**src/rtl/rv_mem_pkg.sv**
```systemverilog
// Shared encodings for the RV32I memory arbiter and the load aligner:
// funct3 codes, FSM states, requester ownership and the registered command.
package rv_mem_pkg;

  localparam logic [2:0] LB  = 3'b000;
  localparam logic [2:0] LH  = 3'b001;
  localparam logic [2:0] LW  = 3'b010;
  localparam logic [2:0] LBU = 3'b100;
  localparam logic [2:0] LHU = 3'b101;
  localparam logic [2:0] SB  = 3'b000;
  localparam logic [2:0] SH  = 3'b001;
  localparam logic [2:0] SW  = 3'b010;

  typedef enum logic [1:0] {
    IDLE  = 2'd0,
    ISSUE = 2'd1,
    RESP  = 2'd2
  } state_t;

  typedef enum logic {
    OWN_I = 1'b0,
    OWN_D = 1'b1
  } owner_t;

  typedef struct packed {
    owner_t      owner;
    logic        we;
    logic [31:0] addr;
    logic [2:0]  func3;
    logic [3:0]  be;
    logic [31:0] wdata;
  } cmd_t;

endpackage

```
**src/rtl/rv_load_align.sv**
```systemverilog
// Combinational load-data aligner: picks the addressed byte/half from a memory
// word and sign- or zero-extends it according to the load funct3.
module rv_load_align
  import rv_mem_pkg::*;
(
  input  logic [31:0] i_word,
  input  logic [1:0]  i_addr_lo,
  input  logic [2:0]  i_func3,
  output logic [31:0] o_rdata
);

  logic [7:0]  w_byte;
  logic [15:0] w_half;

  // NOTE: every output of an always_comb gets a default first, so no path can infer a latch.
  always_comb begin
    w_byte  = i_word[7:0];
    w_half  = i_addr_lo[1] ? i_word[31:16] : i_word[15:0];
    o_rdata = i_word;
    case (i_addr_lo)
      2'd1:    w_byte = i_word[15:8];
      2'd2:    w_byte = i_word[23:16];
      2'd3:    w_byte = i_word[31:24];
      default: w_byte = i_word[7:0];
    endcase
    case (i_func3)
      LB:      o_rdata = {{24{w_byte[7]}}, w_byte};
      LBU:     o_rdata = {24'd0, w_byte};
      LH:      o_rdata = {{16{w_half[15]}}, w_half};
      LHU:     o_rdata = {16'd0, w_half};
      default: o_rdata = i_word;
    endcase
  end

endmodule

```
**src/rtl/rv_mem_arbiter.sv**
```systemverilog
// Shares one single-port word memory between the RV32I fetch and data ports:
// burst-limited arbitration, one transaction at a time, error/timeout reporting.
module rv_mem_arbiter
  import rv_mem_pkg::*;
#(
  parameter int unsigned DATA_BURST_MAX = 4,
  parameter int unsigned TIMEOUT_CYCLES = 255
) (
  input  logic        clock,
  input  logic        reset,
  input  logic        i_req,
  input  logic [31:0] i_addr,
  output logic        i_ready,
  output logic        i_rvalid,
  output logic [31:0] i_rdata,
  output logic        i_err,
  input  logic        d_req,
  input  logic        d_we,
  input  logic [31:0] d_addr,
  input  logic [2:0]  d_func3,
  input  logic [31:0] d_wdata,
  output logic        d_ready,
  output logic        d_rvalid,
  output logic [31:0] d_rdata,
  output logic        d_err,
  output logic        m_req,
  output logic        m_we,
  output logic [31:0] m_addr,
  output logic [3:0]  m_be,
  output logic [31:0] m_wdata,
  input  logic        m_ack,
  input  logic [31:0] m_rdata
);

  localparam logic [3:0]  BURST_MAX = 4'(DATA_BURST_MAX);
  localparam bit          TMO_EN    = (TIMEOUT_CYCLES != 0);
  localparam logic [15:0] TMO_LAST  = TMO_EN ? 16'(TIMEOUT_CYCLES - 1) : 16'd0;

  state_t      r_state, w_next_state;
  cmd_t        r_cmd, w_cmd;
  logic        w_cmd_err;
  logic        w_idle, w_grant_i, w_grant_d, w_grant, w_tmo;
  logic [3:0]  r_burst_cnt;
  logic [15:0] r_tmo_cnt;
  logic [31:0] w_load_data;
  logic        w_resp_en, w_resp_err;
  owner_t      w_resp_owner;
  logic [31:0] w_resp_data;
  logic [31:0] r_i_rdata, r_d_rdata;
  logic        r_i_err, r_d_err;

  // Data has priority unless it has used its burst allowance while fetch waits.
  always_comb begin
    w_idle    = (r_state == IDLE) && !reset;
    w_grant_d = w_idle && d_req && !(i_req && (r_burst_cnt == BURST_MAX));
    w_grant_i = w_idle && i_req && !w_grant_d;
    w_grant   = w_grant_i || w_grant_d;
  end

  always_comb begin
    w_cmd       = '0;
    w_cmd_err   = 1'b0;
    if (w_grant_i) begin
      w_cmd.owner = OWN_I;
      w_cmd.addr  = i_addr;
      w_cmd.func3 = LW;
      w_cmd.be    = 4'b1111;
      w_cmd_err   = (i_addr[1:0] != 2'b00);
    end else begin
      w_cmd.owner = OWN_D;
      w_cmd.we    = d_we;
      w_cmd.addr  = d_addr;
      w_cmd.func3 = d_func3;
      w_cmd.be    = 4'b1111;
      if (d_we) begin
        case (d_func3)
          SB: begin
            w_cmd.be    = 4'b0001 << d_addr[1:0];
            w_cmd.wdata = {4{d_wdata[7:0]}};
          end
          SH: begin
            w_cmd.be    = d_addr[1] ? 4'b1100 : 4'b0011;
            w_cmd.wdata = {2{d_wdata[15:0]}};
            w_cmd_err   = d_addr[0];
          end
          SW: begin
            w_cmd.wdata = d_wdata;
            w_cmd_err   = (d_addr[1:0] != 2'b00);
          end
          default: w_cmd_err = 1'b1;
        endcase
      end else begin
        case (d_func3)
          LB, LBU: w_cmd_err = 1'b0;
          LH, LHU: w_cmd_err = d_addr[0];
          LW:      w_cmd_err = (d_addr[1:0] != 2'b00);
          default: w_cmd_err = 1'b1;
        endcase
      end
    end
  end

  assign w_tmo = TMO_EN && (r_tmo_cnt == TMO_LAST);

  // Rejected commands skip ISSUE; in ISSUE an ack takes precedence over the timeout.
  always_comb begin
    w_next_state = r_state;
    w_resp_en    = 1'b0;
    w_resp_owner = r_cmd.owner;
    w_resp_data  = '0;
    w_resp_err   = 1'b0;
    case (r_state)
      IDLE: begin
        if (w_grant) begin
          if (w_cmd_err) begin
            w_next_state = RESP;
            w_resp_en    = 1'b1;
            w_resp_owner = w_cmd.owner;
            w_resp_err   = 1'b1;
          end else begin
            w_next_state = ISSUE;
          end
        end
      end
      ISSUE: begin
        if (m_ack) begin
          w_next_state = RESP;
          w_resp_en    = 1'b1;
          w_resp_data  = r_cmd.we ? 32'd0 : w_load_data;
        end else if (w_tmo) begin
          w_next_state = RESP;
          w_resp_en    = 1'b1;
          w_resp_err   = 1'b1;
        end
      end
      RESP:    w_next_state = IDLE;
      default: w_next_state = IDLE;
    endcase
  end

  // NOTE: clocked state uses non-blocking assignments so every flop samples pre-edge values.
  always_ff @(posedge clock or posedge reset) begin
    if (reset) r_state <= IDLE;
    else       r_state <= w_next_state;
  end

  always_ff @(posedge clock or posedge reset) begin
    if (reset) begin
      r_cmd       <= '0;
      r_burst_cnt <= '0;
      r_tmo_cnt   <= '0;
      r_i_rdata   <= '0;
      r_i_err     <= 1'b0;
      r_d_rdata   <= '0;
      r_d_err     <= 1'b0;
    end else begin
      if (w_grant) begin
        r_cmd     <= w_cmd;
        r_tmo_cnt <= '0;
        if (w_grant_d && i_req) begin
          if (r_burst_cnt != BURST_MAX) r_burst_cnt <= r_burst_cnt + 4'd1;
        end else begin
          r_burst_cnt <= '0;
        end
      end else if (r_state == ISSUE) begin
        r_tmo_cnt <= r_tmo_cnt + 16'd1;
      end
      if (w_resp_en) begin
        if (w_resp_owner == OWN_I) begin
          r_i_rdata <= w_resp_data;
          r_i_err   <= w_resp_err;
        end else begin
          r_d_rdata <= w_resp_data;
          r_d_err   <= w_resp_err;
        end
      end
    end
  end

  rv_load_align u_load_align (
    .i_word    (m_rdata),
    .i_addr_lo (r_cmd.addr[1:0]),
    .i_func3   (r_cmd.func3),
    .o_rdata   (w_load_data)
  );

  assign i_ready  = w_grant_i;
  assign d_ready  = w_grant_d;
  assign i_rvalid = (r_state == RESP) && (r_cmd.owner == OWN_I);
  assign d_rvalid = (r_state == RESP) && (r_cmd.owner == OWN_D);
  assign i_rdata  = r_i_rdata;
  assign i_err    = r_i_err;
  assign d_rdata  = r_d_rdata;
  assign d_err    = r_d_err;
  assign m_req    = (r_state == ISSUE);
  assign m_we     = r_cmd.we;
  assign m_addr   = {r_cmd.addr[31:2], 2'b00};
  assign m_be     = r_cmd.be;
  assign m_wdata  = r_cmd.wdata;

endmodule
```
**config.mk**
```make
export PLATFORM = sky130hd
export DESIGN_NAME = rv_mem_arbiter
export DESIGN_NICKNAME = d
export VERILOG_FILES = /design/src/rtl/rv_mem_pkg.sv /design/src/rtl/rv_load_align.sv /design/src/rtl/rv_mem_arbiter.sv
export SDC_FILE = /design/constraint.sdc
export NUM_CORES = 1
export LEC_CHECK = 0
export BUFFER_PORTS_ARGS = -buffer_cell sky130_fd_sc_hd__buf_2
export CAP_MARGIN = 25
export CORE_UTILIZATION = 30
export CTS_CLUSTER_SIZE = 12
export DETAILED_ROUTE_END_ITERATION = 12
export SLEW_MARGIN = 20
export SYNTH_ARGS = -nofsm -noshare
export SYNTH_HDL_FRONTEND = slang
export SYNTH_SLANG_ARGS = --single-unit
```
**constraint.sdc**
```tcl
create_clock -name clock -period 11.5 [get_ports clock]
set_input_delay 2.3 -clock clock [delete_from_list [all_inputs] [get_ports clock]]
set_output_delay 2.3 -clock clock [all_outputs]
set_load 0.02 [all_outputs]
```
# --- Yosys cells after proc, flatten, opt, wreduce, memory -nomap -nowiden ---
# Index checks and enable logic that the tools add are counted.
totals:
  register_bits: 161
  in_bits: 137
  out_inout_bits: 140
  word_cells: 98
classes:
  add_sub_neg: 2
  eq_ne: 18
  n_shift: 1
  mux: 37
  n_bitwise: 2
  reduce_logical: 25
ops:
  columns: ["cell", "count"]
  rows:
  - ["$mux W32", 4]
  - ["$pmux W32 S4", 1]
  - ["$pmux W32 S3", 1]
  - ["$mux W16", 3]
  - ["$mux W39", 1]
  - ["$mux W36", 1]
  - ["$pmux W8 S3", 1]
  - ["$add A16 B1 Y16 const B", 1]
  - ["$eq A16 B8 Y1 const B", 1]
  - ["$eq A3 B3 Y1 const B", 4]
  - ["$mux W1", 12]
  - ["$mux W4", 3]
  - ["$logic_and A1 B1 Y1", 9]
  - ["$mux W2", 4]
  - ["$pmux W4 S2", 1]
  - ["$reduce_and A2 Y1", 4]
  - ["$eq A2 B2 Y1 const B", 3]
  - ["$eq A3 B1 Y1 const B", 2]
  - ["$logic_not A3 Y1", 2]
  - ["$pmux W1 S3", 2]
  - ["$reduce_bool A2 Y1", 3]
  - ["$add A4 B1 Y4 const B", 1]
  - ["$eq A2 B1 Y1 const B", 2]
  - ["$eq A4 B3 Y1 const B", 1]
  - ["other kinds (13)", 18]

# --- Longest topological paths before layout ---
# Gate-level depths: netlist of run 1.
logic_depth:
  word_depth: 12
  depth_mapped: 10
  mapped_depth_nobuf: 7

# --- Modules after synthesis ---
# Synthesis of run 1 repeated with hierarchy kept, for this count alone.
hier_totals:
  cells_unflattened: 886
  area_unflattened_um2: 8854.7
modules_own_cells:
  columns: ["mod", "instances", "cells_each", "area_each_um2", "seq_area_each_um2"]
  rows:
  - ["rv_mem_arbiter", 1, 775, 8186.6, 4028.9]
  - ["rv_load_align", 1, 111, 668.1, 0.0]

# --- Worst setup path after synthesis of run 1 ---
# No wires, ideal clock.
synth_timing:
  kind: "in2out"
  from: "input i_req"
  to: "output i_ready"
  t_arrival_ps: 3038
  required_ps: 9200
  slack_ps: 6162
  cell_stages: 4
  path_buffers: 1
  path_cell_list: "nand4b_1 -> and2_0 -> buf_2 -> nor2_1"
synth_via:
  elab_chain_cells: 5
  word_cells_on_any_way: 6
  cone_classes: "6 x reduce/logical"
synth_lines:
  columns: ["item", "line", "source"]
  rows:
  - ["from (decl)", "rv_mem_arbiter.sv:11", "input logic i_req,"]
  - ["$logic_and A1 B1 Y1", "rv_mem_arbiter.sv:55", "w_grant_d = w_idle && d_req && !(i_req && (r_burst_cnt == BURST_MAX));"]
  - ["$logic_not A1 Y1", "rv_mem_arbiter.sv:55", null]
  - ["$logic_and A1 B1 Y1", "rv_mem_arbiter.sv:55", null]
  - ["$logic_not A1 Y1", "rv_mem_arbiter.sv:56", "w_grant_i = w_idle && i_req && !w_grant_d;"]
  - ["$logic_and A1 B1 Y1 *", "rv_mem_arbiter.sv:56", null]
  - ["to (decl)", "rv_mem_arbiter.sv:13", "output logic i_ready,"]
# Every way passes the cells marked *; elsewhere a longest branch is shown, timed or not.

# --- Worst setup path after layout of run 1 ---
layout_timing:
  from: "input reset"
  to: "output d_ready"
layout_via:
  elab_chain_cells: 4
layout_lines:
  columns: ["item", "line", "source"]
  rows:
  - ["from (decl)", "rv_mem_arbiter.sv:10", "input logic reset,"]
  - ["$logic_not A1 Y1 (no source line)", null, null]
  - ["$logic_and A1 B1 Y1", "rv_mem_arbiter.sv:54", "w_idle = (r_state == IDLE) && !reset;"]
  - ["$logic_and A1 B1 Y1 (2 in a row)", "rv_mem_arbiter.sv:55", null]
  - ["to (decl)", "rv_mem_arbiter.sv:22", "output logic d_ready,"]
# Every way passes these cells.

==> results.py, run 1 <==
metrics = {
    "status": {
        "status": "finished, final reports clean",
    },
    "timing": {
        "clock_skew_ns": 0.0118,
        "setup_tns_ns": 0,
        "timing.final.crit_share_pct": 52.6,
        "drv_slew": 0,
        "fin_hold_ws_ns": 0.474,
        "clock.fmax_mhz": 165,
        "hold_viol": 0,
        "fin_crit_ns": 6.04,
        "relSlewSlack_pct": 28.8,
        "rsz0062_at_grt": "false",
        "tightest_slew_ns": 1.07,
        "finalSetupViolations": 0,
    },
    "clock_tree": {
        "clockRootBuffer": "clkbuf_16",
        "clk_path_buf_depth": 2,
        "cts.clk_slew.worst_paths_ns": 0.07,
        "clock_sinks": 161,
        "ctsResizeCount": 0,
        "insertion_delay_ns": 0.43,
        "numCtsBuffers": 17,
        "cts_tree": "done",
        "post-cts-setup-buffers": 0,
        "ctsHoldBuffers": 0,
        "cts_htree_levels": 4,
    },
    "global_routing": {
        "grt_pass1_vias": 6644,
        "grt_max_degree": 98,
        "antenna_found_initial": 3,
        "grt-ovfl-total": 0,
        "grtUsageTotal_pct": 16.8,
        "grt_pass1_wl_um": 37100,
    },
    "yosys": {
        "async_reset_ff_share_pct": 100,
        "synth_cell_types": 68,
        "synth_edf_count": 0,
        "yosysSeqAreaShare_pct": 48.1,
        "syn_area_um2": 8380,
        "ys_warn_count": 0,
        "synth-seq-cells": 161,
        "synth.top_cell.area_share_pct": 48.1,
        "synthCells": 831,
        "synth_area_per_cell_um2": 10.1,
        "synth_area_leaders": "dfrtp_1 48%, buf_4 6.3%, mux2_4 4.8%, a21oi_1 4.7%, a22o_1 4.1%",
        "synth_area_leader_cell": "dfrtp_1",
        "synth_ff_type": "dfrtp_1",
    },
    "final_layout": {
        "final_cell_mix": "274 x buf_2, 161 x dfrtp_1, 87 x nor2_1",
        "nets": 1153,
        "syn_to_final_growth_pct": 20.9,
        "layout-drive-gt1-share_pct": 35.5,
        "layout_commonest_cell": "buf_2",
        "fill_cells": 2773,
    },
    "routing": {
        "wl_per_cell_um": 17.1,
        "vias_per_cell": 4.79,
        "vias": 6703,
        "dr.first_iter.drc_count": 486,
        "drt_wl_total_um": 23900,
        "drc": 0,
        "first_pass_iters": 5,
        "ant_nets": 0,
    },
    "pwr": {
        "power.switching_uw": 753,
        "ir_drop_v": 0.0000867,
        "pwr-share-comb_pct": 31.8,
        "seq_power_share_pct": 39.5,
        "clock_power_share_pct": 28.7,
        "power.static_leakage_uw": 0.00507,
        "p_per_area_nw_per_um2": 196,
        "swShare_pct": 37.8,
        "p_int_uw": 1240,
    },
    "critical_path": {
        "cp_slowest_cell": "and3_1",
        "endpoint": "d_ready",
        "cp_common_cell": "buf_2",
        "reg2reg_to": "i_rdata[16]",
        "crit_path_max_fanout": 38,
        "start_kind": "primary input",
        "worst_ep_required_time_ns": 9.20,
        "path_class": "in -> out",
        "critPathBufInv": 3,
        "crit_chain": "buf_2 -> nor3_4 -> buf_4 -> and3_1 -> buf_2",
        "timing.rr.start": "r_state[0]",
        "cp-startpoint": "reset",
        "cp.depth": 5,
        "max_stage_delay_ns": 0.52,
        "r2r_cells": 7,
        "crit_family": "buffers and inverters",
        "worstSetupEndpointType": "primary output",
        "reg2reg_slack_ns": 8.70,
        "cp.arrival_ns": 3.74,
    },
    "floorplanning": {
        "coreArea_um2": 27200,
        "pin_count": 277,
        "die_h_um": 169,
        "dieArea_um2": 28600,
        "std_cell_rows": 60,
        "start_util_pct": 30.8,
        "die_w_um": 169,
    },
    "place": {
        "dp_hpwl_um": 17200,
        "port_buffers": 274,
        "gp_congestion": 0.875,
    },
    "min_path": {
        "hold_class": "reg -> reg",
    },
    "flow_run": {
        "cap_violations": 0,
    },
}
synth_stat cells, types with 2 or more instances:
master,count
o31ai_1,2
ha_1,4
buf_6,4
a2bb2o_1,3
and3_1,2
buf_1,4
nor3b_1,2
a222oi_1,8
a22o_1,39
o221ai_1,5
clkbuf_1,26
a221oi_1,3
mux2i_1,13
a31oi_1,3
a21o_1,2
nor2_1,87
dfrtp_1,161
inv_1,30
xor2_1,6
nand2b_1,2
nand3b_1,33
nor4_1,3
xnor2_1,7
nand3_1,11
mux2_2,7
a211oi_1,2
and2_1,2
buf_4,70
or3_1,3
nand2_1,45
a21oi_1,79
nor2b_1,5
nand4_1,7
a22oi_1,2
mux2_4,27
o22ai_1,2
nor3_1,8
buf_2,16
buf_12,3
o21ai_0,65
state kept, by name, summed over array words and instances (netlist names):
signal / cells
d_rdata: 32
i_rdata: 32
r_tmo_cnt: 16
i_err: 1
d_err: 1
m_wdata: 32
m_addr: 30
r_cmd: 6
m_we: 1
r_burst_cnt: 4
m_be: 4
r_state: 2
tightest hold or removal path, delay by kind of cell, from the launching register on:
kind / cells / cell delay, ns
flip-flops: 1 / 0.34
AND/OR/NAND/NOR: 1 / 0.05
AO/OA/AOI/OAI: 1 / 0.06
area by class of cell:
type / instances / area [um2] / area share, %
Antenna cell: 2 / 5.00 / 0.0494
Multi-Input combinational cell: 518 / 3450 / 34.0
Tap cell: 372 / 465 / 4.59
Sequential cell: 161 / 4030 / 39.8
Inverter: 30 / 118 / 1.16
Clock inverter: 13 / 139 / 1.37
Timing Repair Buffer: 284 / 1490 / 14.7
Clock buffer: 19 / 443 / 4.37
per-layer routing:
metal  GRT usage [%]  wire length, um
met3            3.59             1320
met4            4.94              265
met5               0               12
met2            27.1            11200
met1            22.4            11100
metrics by stage:
step	area (um2)	power [uW]	cells	util [%]	setup slack [ns]
after detailed placement	9490	1430	1362	34.9	5.44
after global routing	10100	2100	1397	37.3	5.34
after CTS	10100	2010	1394	37.1	5.44
after floorplan	8390	1270	832	-	4.85
after global placement	9480	1420	1361	34.9	5.50
final	10100	1990	1399	37.3	5.46
how the worst min path moves through the flow:
stage	startpoint	to	slack (ns)	cells after the start
2_1_floorplan	m_wdata[10]	m_wdata[10]	0.45	2
3_3_place_gp	m_wdata[15]	m_wdata[15]	0.46	2
3_5_place_dp	m_wdata[28]	m_wdata[28]	0.47	2
4_1_cts	m_wdata[28]	m_wdata[28]	0.48	2
5_1_grt	m_wdata[14]	m_wdata[14]	0.50	2
6_report	m_wdata[28]	m_wdata[28]	0.47	2
kinds of logic after synthesis:
group | after synthesis | share of synthesized area [%]
and+or+nand+nor | 220 | 13.0
xor gates and xnor gates | 13 | 1.36
other | 1 | 0.0447
DFF | 161 | 48.1
buffers and inverters | 153 | 11.2
AOI/OAI and AO/OA | 231 | 18.2
muxes | 48 | 7.60
adders and majority gates | 4 | 0.597
power by group through the flow:
stage                     sequential [uW]  combinational [uW]  clock, uW
after CTS                             786                 632        592
after floorplan                       834                 436          0
after global routing                  804                 687        612
final                                 786                 633        571
after global placement                794                 622          0
after detailed placement              793                 633          0
Power figures use the tool's default switching activity.
==> inputs of run 2 (changes only) <==
==> constraint.sdc (replaced) <==
create_clock -name clock -period 5.35 [get_ports clock]
set_input_delay 1.07 -clock clock [delete_from_list [all_inputs] [get_ports clock]]
set_output_delay 1.07 -clock clock [all_outputs]
set_load 0.02 [all_outputs]
==> run 2 against run 1 <==
Against the previous run: sequential power rose by 110%; wire length rose by 0.50%; combinational power increased by 120%; worst setup slack got worse by 3.7 ns; non-clock buffer count grew 1; core utilization is 0.060 points lower; cell count about the same; clock power is 100% higher; die area unchanged; flip-flop and latch count is the same; critical path type unchanged.
==> results.py, run 2 (synthesis results as in run 1) <==
metrics = {
    "status": {
        "status": "finished, final reports clean",
    },
    "global_routing": {
        "antenna_found_initial": 3,
        "grt_pass1_wl_um": 37800,
        "grt_max_degree": 119,
        "grtUsageTotal_pct": 17.0,
        "grt_pass1_vias": 6560,
        "grt-ovfl-total": 0,
    },
    "timing": {
        "finalSetupViolations": 0,
        "setup_ws_ns": 1.71,
        "fin_crit_ns": 3.64,
        "setup_tns_ns": 0,
        "rsz0062_at_grt": "false",
        "hold_viol": 0,
        "relSlewSlack_pct": 39.6,
        "timing.final.crit_share_pct": 68.0,
        "clock.fmax_mhz": 275,
        "drv_slew": 0,
        "clock_skew_ns": 0.0121,
        "tightest_slew_ns": 0.903,
    },
    "critical_path": {
        "path_class": "in -> out",
        "worstSetupEndpointType": "primary output",
        "cp_common_cell": "buf_2",
        "start_kind": "primary input",
        "crit_chain": "buf_2 -> nand4b_1 -> and2_0 -> nor2_1 -> buf_2",
        "crit_path_max_fanout": 42,
        "worst_ep_required_time_ns": 4.28,
        "max_stage_delay_ns": 0.56,
        "cp_slowest_cell": "buf_2",
        "cp.arrival_ns": 2.57,
    },
    "routing": {
        "drt_wl_total_um": 24000,
        "first_pass_iters": 7,
        "vias": 6779,
        "drc": 0,
        "vias_per_cell": 4.84,
        "wl_per_cell_um": 17.1,
        "ant_nets": 0,
        "dr.first_iter.drc_count": 550,
    },
    "final_layout": {
        "layout-drive-gt1-share_pct": 35.6,
        "fill_cells": 2785,
        "layout_commonest_cell": "buf_2",
        "final_cell_mix": "274 x buf_2, 161 x dfrtp_1, 87 x nor2_1",
        "finalInstanceArea_um2": 10100,
        "nets": 1154,
        "syn_to_final_growth_pct": 20.7,
    },
    "clock_tree": {
        "clk_path_buf_depth": 2,
        "post-cts-setup-buffers": 0,
        "numCtsBuffers": 17,
        "ctsResizeCount": 0,
        "ctsHoldBuffers": 0,
        "cts_tree": "done",
        "cts_htree_levels": 4,
        "cts.clk_slew.worst_paths_ns": 0.07,
        "clockRootBuffer": "clkbuf_16",
        "insertion_delay_ns": 0.42,
        "clock_sinks": 161,
    },
    "pwr": {
        "p_int_uw": 2600,
        "ir_drop_v": 0.000177,
        "pwr-share-comb_pct": 32.7,
        "swShare_pct": 38.5,
        "clock_power_share_pct": 27.5,
        "p_per_area_nw_per_um2": 418,
        "power.switching_uw": 1630,
        "seq_power_share_pct": 39.7,
        "power.static_leakage_uw": 0.00505,
    },
    "place": {
        "port_buffers": 274,
        "detailed_place.area_um2": 9510,
        "gp_congestion": 0.867,
        "dp_hpwl_um": 17400,
        "place_ws_ns": 1.69,
    },
    "floorplanning": {
        "die_w_um": 169,
        "die_h_um": 169,
        "dieArea_um2": 28600,
        "std_cell_rows": 60,
        "pin_count": 277,
        "coreArea_um2": 27200,
        "start_util_pct": 30.8,
    },
    "flow_run": {
        "cap_violations": 0,
    },
    "min_path": {
        "hold_class": "reg -> reg",
    },
}
## run 2: critical path: cells and delay by family
kind	cells	cell delay, ns
buffers and inverters	2	0.75
and+or+nand+nor	3	0.74
## run 2: power by group through the flow
stage	sequential [uW]	combinational, uW	clock (uW)
after floorplan	1790	937	0
after global placement	1700	1360	0
after detailed placement	1690	1390	0
after CTS	1680	1390	1200
after global routing	1720	1500	1250
final	1680	1380	1160
## run 2: metal layers
| metal | wire, um | up-vias | share of wire [%] | GRT usage, % |
|---|---|---|---|---|
| met5 | 16 | - | 0.067 | 0 |
| met4 | 348 | 4 | 1.5 | 4.86 |
| met3 | 1560 | 31 | 6.5 | 3.57 |
| met2 | 10900 | 289 | 45 | 26.8 |
| met1 | 11200 | 3226 | 47 | 23.6 |
| li1 | - | 3229 | - | - |
## run 2: path summary, 6_finish.rpt
path                             startpoint     endpoint  slack [ns]  cells past startpoint
min in group asynchronous             reset    m_addr[8]        0.64                      2
max in group asynchronous             reset  m_wdata[14]        3.76                      3
worst max register to register   r_state[0]   i_rdata[4]        2.73                      6
worst min register to register  m_wdata[31]  m_wdata[31]        0.47                      2
worst min-delay path            m_wdata[31]  m_wdata[31]        0.47                      2
worst max-delay path                  i_req      i_ready        1.71                      5
## run 2: area by class of cell
cell class,instances,area (um2),area share [%]
Inverter,30,116,1.15
Timing Repair Buffer,285,1510,14.9
Sequential cell,161,4030,39.8
Clock inverter,14,120,1.19
Clock buffer,18,429,4.24
Antenna cell,2,5.00,0.0495
Tap cell,372,465,4.60
Multi-Input combinational cell,518,3440,34.0
## run 2: through the flow
stage | util [%] | total power, uW | hold slack [ns] | cells
finish | 37.2 | 4230 | 0.472 | 1400
global route | 37.2 | 4470 | 0.494 | 1398
CTS | 37.0 | 4260 | 0.480 | 1395
detailed placement | 35.0 | 3080 | 0.465 | 1363
global placement | 34.9 | 3060 | 0.458 | 1362
floorplan | - | 2730 | 0.451 | 832
